<file path="config.mk">
export PLATFORM = sky130hd
export DESIGN_NAME = bs_down_timer_flat
export DESIGN_NICKNAME = d
export VERILOG_FILES = /design/src/rtl/bs_down_timer_pkg.sv /design/src/rtl/bs_down_timer_if.sv /design/src/rtl/bs_down_timer.sv /design/src/flat_wrapper.sv
export SDC_FILE = /design/constraint.sdc
export NUM_CORES = 1
export LEC_CHECK = 0
export BUFFER_PORTS_ARGS = -buffer_cell sky130_fd_sc_hd__buf_4
export CORE_ASPECT_RATIO = 0.5
export CORE_MARGIN = 5
export CORE_UTILIZATION = 35
export CTS_BUF_LIST = sky130_fd_sc_hd__clkbuf_16
export CTS_CLUSTER_SIZE = 30
export DETAILED_ROUTE_END_ITERATION = 7
export HOLD_SLACK_MARGIN = 0.12
export PLACE_DENSITY = 0.64
export SETUP_SLACK_MARGIN = 0.2
export SLEW_MARGIN = 25
export SYNTH_ARGS = -nofsm -noshare
export SYNTH_HDL_FRONTEND = slang
export SYNTH_SLANG_ARGS = --single-unit
export TNS_END_PERCENT = 10
</file>
<file path="constraint.sdc">
create_clock -name clk -period 4.69 [get_ports clk]
set_clock_uncertainty 0.05 [all_clocks]
set_input_delay 0 -clock clk [delete_from_list [all_inputs] [get_ports clk]]
set_output_delay 0 -clock clk [all_outputs]
set_load 0.005 [all_outputs]
</file>
<file path="src/rtl/bs_down_timer_pkg.sv">
// Shared definitions for the loadable down-counter/timer.
// Default counter width and FSM state encoding.
package bs_down_timer_pkg;

    localparam int DEF_WIDTH = 16;

    typedef enum logic {
        ST_IDLE = 1'b0,
        ST_RUN  = 1'b1
    } state_e;

endpackage

</file>
<file path="src/rtl/bs_down_timer_if.sv">
// Control/status bundle of the down-timer. The master drives the controls,
// and the slave (the timer) returns the count and the status flags.
interface bs_down_timer_if
    import bs_down_timer_pkg::*;
#(
    parameter int WIDTH = DEF_WIDTH
);
    logic             Enable;
    logic             Load;
    logic [WIDTH-1:0] Din;
    logic             AutoReload;
    logic [WIDTH-1:0] Q;
    logic             Zero;
    logic             Busy;
    logic             Done;

    modport master (
        output Enable, Load, Din, AutoReload,
        input  Q, Zero, Busy, Done
    );

    modport slave (
        input  Enable, Load, Din, AutoReload,
        output Q, Zero, Busy, Done
    );
endinterface

</file>
<file path="src/rtl/bs_down_timer.sv">
// Loadable WIDTH-bit down-timer. It gives a one-cycle Done pulse on expiry and
// can reload itself to produce periodic ticks. WIDTH must match the interface.
module bs_down_timer
    import bs_down_timer_pkg::*;
#(
    parameter int WIDTH = DEF_WIDTH
) (
    input  logic                  clk,
    input  logic                  clr,
    bs_down_timer_if.slave        tmr
);

    state_e           state_q, state_d;
    logic [WIDTH-1:0] q_q, q_d;
    logic [WIDTH-1:0] r_q, r_d;
    logic             done_q, done_d;

    always_ff @(posedge clk or posedge clr) begin
        if (clr) begin
            state_q <= ST_IDLE;
            q_q     <= '0;
            r_q     <= '0;
            done_q  <= 1'b0;
        end else begin
            state_q <= state_d;
            q_q     <= q_d;
            r_q     <= r_d;
            done_q  <= done_d;
        end
    end

    // Priority: Load, then terminal decrement, then normal decrement, then hold.
    always_comb begin
        state_d = state_q;
        q_d     = q_q;
        r_d     = r_q;
        done_d  = 1'b0;
        if (tmr.Load) begin
            r_d     = tmr.Din;
            q_d     = tmr.Din;
            state_d = (tmr.Din != '0) ? ST_RUN : ST_IDLE;
        end else if (state_q == ST_RUN && tmr.Enable) begin
            if (q_q > WIDTH'(1)) begin
                q_d = q_q - WIDTH'(1);
            end else begin
                // A RUN state always holds a nonzero count, so this is the Q==1 expiry.
                done_d = 1'b1;
                if (tmr.AutoReload) begin
                    q_d = r_q;
                end else begin
                    q_d     = '0;
                    state_d = ST_IDLE;
                end
            end
        end
    end

    assign tmr.Q    = q_q;
    assign tmr.Zero = (q_q == '0);
    assign tmr.Busy = (state_q == ST_RUN);
    assign tmr.Done = done_q;

endmodule
</file>
<file path="src/flat_wrapper.sv">
// flat-port wrapper written by rule: the top's interface ports become plain ports
module bs_down_timer_flat import bs_down_timer_pkg::*;
#(
    parameter int WIDTH = DEF_WIDTH
)
  (clk, clr, tmr_Enable, tmr_Load, tmr_Din, tmr_AutoReload, tmr_Q, tmr_Zero, tmr_Busy, tmr_Done);
  bs_down_timer_if #(.WIDTH(WIDTH)) tmr_i ();
  input  logic clk;
  input  logic clr;
  input wire logic [$bits(tmr_i.Enable)-1:0] tmr_Enable;
  input wire logic [$bits(tmr_i.Load)-1:0] tmr_Load;
  input wire logic [$bits(tmr_i.Din)-1:0] tmr_Din;
  input wire logic [$bits(tmr_i.AutoReload)-1:0] tmr_AutoReload;
  output wire logic [$bits(tmr_i.Q)-1:0] tmr_Q;
  output wire logic [$bits(tmr_i.Zero)-1:0] tmr_Zero;
  output wire logic [$bits(tmr_i.Busy)-1:0] tmr_Busy;
  output wire logic [$bits(tmr_i.Done)-1:0] tmr_Done;
  assign tmr_i.Enable = tmr_Enable;
  assign tmr_i.Load = tmr_Load;
  assign tmr_i.Din = tmr_Din;
  assign tmr_i.AutoReload = tmr_AutoReload;
  assign tmr_Q = tmr_i.Q;
  assign tmr_Zero = tmr_i.Zero;
  assign tmr_Busy = tmr_i.Busy;
  assign tmr_Done = tmr_i.Done;
  bs_down_timer #(.WIDTH(WIDTH)) u_core (.clk(clk), .clr(clr), .tmr(tmr_i));
endmodule
</file>
==> results_dict.tcl <==
set metrics [dict create \
    place_congestion 0.799 \
    rows 19 \
    top_layer "met4" \
    synthCells 174 \
    final-instance-count-excl-fill 304 \
    power_density_mw_per_mm2 326 \
    fin_worst_hold_slack_ns 0.207 \
    wl_met2_mm 2.45 \
    synth_edf_count 0 \
    synth_ff_type "dfrtp_1" \
    hold_class "in2reg" \
    drv_slew 0 \
    cts_buffer_depth 2 \
    grt_max_degree 36 \
    route.detailed.drc 0 \
    max_slew_margin 0.566 \
    crit_path_end_kind "flip-flop" \
    grt_pass1_wl_mm 8.38 \
    synth_top_family_by_area "simple AND/OR/NAND/NOR gates" \
    yosys_register_bits 34 \
    drv_cap 0 \
    dieArea_mm2 0.00719 \
    grt_overflow 0 \
    yosys_warnings 0 \
    worst_slack_ns 2.31 \
    async_flop_share 1.00 \
    avgRoutedWirePerCell_um 16.8 \
    synth_simple_gate_area_frac 0.199 \
    fin_crit_ns 2.38 \
    syn_nets 198 \
    finalSetupTns_ns 0 \
    synth_area_leaders "dfrtp_1 (44%), mux2_2 (9.3%), a22oi_1 (5.8%), nor4_4 (3.3%), xnor2_1 (3.2%)" \
    start_kind "flip-flop" \
    postCtsSetupBuffers 0 \
    synth-compound-area-share 0.153 \
    fp.coreArea_mm2 0.00542 \
    root_buffer "clkbuf_16" \
    clkTransAtPathRegs_ns 0.05 \
    avgViaCountPerCell 5.43 \
    critPathRequiredTime_ns 4.81 \
    syn2layout_area_growth_pct 34.7 \
    clkSinkCount 34 \
    finalHoldViolCount 0 \
    synth_top_area_share 0.441 \
    status "complete, no violations" \
    die_h_um 62.5 \
    clock_latency_ns 0.28 \
    hold_buffers 19 \
    yosysSeqAreaShare 0.441 \
    io_pins 40 \
    power.leakage_nw 1.12 \
    cp.arrival_ns 2.50 \
    avgSynthCellArea_um2 11.1 \
    crit_chain "nor4_2 -> nand4b_4 -> nor4_4 -> nand3b_1 -> a31o_1" \
    drt-pass1-iter-count 4 \
    grt_pass1_vias 1588 \
    cts-resized-gates 0 \
    place_hpwl_mm 3.51 \
    nNetsFinal 255 \
    portBuffers 39 \
    tightest_slew_ns 0.646 \
    yosys.cell_types.count 36 \
    vdd_drop_max_v 0.000164 \
    drive_above_1_share 0.307 \
    num_vias 1652 \
    cpMaxStageDelayCell "nor4_4" \
    cts_tree "yes" \
    cts_max_level 2 \
    die_w_um 115 \
    max_freq_mhz 420 \
    antenna_found_initial 0 \
    rsz0062_at_grt "false" \
    slowest_delay_ns 0.63 \
    yosys.area.top_type "dfrtp_1" \
    fin_crit_sh 0.508 \
    grtUsageTotal 0.149 \
    drtIter0Drc 125 \
    dp.cells 278 \
    numCtsBuffers 5 \
    drt-total-wl_mm 5.11 \
    dr_wl_met3_um 266 \
    worst-path-max-fanout 12 \
    wl_met1_mm 2.29 \
    start_util 0.356 \
    worstSetupPathType "reg2reg" \
    synthAdderAreaFrac 0.0195 \
    finalSetupViolations 0 \
    syn-cell-area_mm2 0.00193 \
    ant_nets 0 \
    place_ws_ns 2.33 \
    synth_xor_area_frac 0.0590 \
    synth.area.mux_share 0.0934 \
    antenna_cells 0 \
]
==> where the power goes <==
part	leakage [nW]	switching (mW)	internal (mW)
sequential	0.407	0.0405	0.325
combinational	0.639	0.0820	0.0962
clock	0.0723	0.115	0.189
total	1.12	0.237	0.610
==> layer usage <==
metal  vias to the layer above  GRT usage
met5                         -          0
met4                         0     0.0659
met3                         6     0.0300
met2                        36      0.228
met1                       836      0.204
li1                        774          -
==> sequential cells by signal (all words and copies together), names as in the netlist <==
name             flops
u_core.r_q          16
u_core.tmr.Q        16
u_core.tmr.Busy      1
u_core.tmr.Done      1
==> cell usage in the layout, fill, tap and decap left out, types with 2 or more instances in the layout <==
master,instances
a21oi_1,2
nand4_1,7
nor3b_1,3
xnor2_1,7
buf_4,41
nand2_1,14
or2_1,2
ha_1,3
xor2_1,6
or2_2,2
a22o_1,5
dfrtp_1,34
a221o_1,5
o211ai_1,3
a22oi_1,15
nor3_1,2
or3_1,2
inv_1,6
nor2_1,8
clkbuf_16,5
o31a_1,2
mux2_2,16
nor4_1,5
dlygate4sd3_1,19
nand3_1,3
nor4_4,3
==> cells by family (layout without fill, tap and decap cells) <==
kind of cell | count (synthesis) | count (layout)
xor+xnor | 13 | 13
simple gates | 57 | 57
compound gates | 37 | 37
fa+ha+maj | 3 | 3
mux | 16 | 16
buf+inv | 14 | 71
flops | 34 | 34
==> path summary, 6_finish.rpt <==
kind | startpoint | to | slack [ns] | depth (start not counted)
min in group asynchronous | clr | u_core.tmr.Q[9] | 0.33 | 4
worst max register to register | u_core.tmr.Q[11] | u_core.tmr.Busy | 2.31 | 5
worst min-delay path | tmr_Load | u_core.r_q[10] | 0.21 | 2
worst max-delay path | u_core.tmr.Q[11] | u_core.tmr.Busy | 2.31 | 5
max in group asynchronous | clr | u_core.tmr.Q[4] | 3.94 | 4
worst min register to register | u_core.r_q[12] | u_core.tmr.Q[12] | 0.45 | 1
==> metrics by stage <==
| step | power (mW) | utilization | area (um2) |
|---|---|---|---|
| floorplan | 0.462 | - | 1930 |
| global placement | 0.530 | 0.420 | 2280 |
| detailed placement | 0.535 | 0.420 | 2280 |
| CTS | 0.856 | 0.479 | 2600 |
| global route | 0.894 | 0.479 | 2600 |
| finish | 0.847 | 0.479 | 2600 |
==> final cells by class <==
class | count | area (um2)
inverter | 4 | 15.0
multi-input combinational | 126 | 1010
clock buffer | 5 | 125
fill | 507 | 2820
sequential | 34 | 851
tap | 73 | 91.3
timing repair buffer | 60 | 498
clock inverter | 2 | 7.51
==> synth_stat cells (3+ instances only) <==
cell type	count
nand4_1	7
nor4_4	3
mux2_2	16
a221o_1	5
xnor2_1	7
a22o_1	5
nor4_1	5
o211ai_1	3
nand2_1	14
clkbuf_1	8
xor2_1	6
nor3b_1	3
nand3_1	3
dfrtp_1	34
nor2_1	8
a22oi_1	15
ha_1	3
inv_1	4
==> critical path, delay by kind of cell, from the launching register on <==
| family | cells | cell delay [ns] |
|---|---|---|
| compound gates | 1 | 0.24 |
| flops | 1 | 0.43 |
| simple gates | 4 | 1.54 |
(Power assumes the default switching activity.)
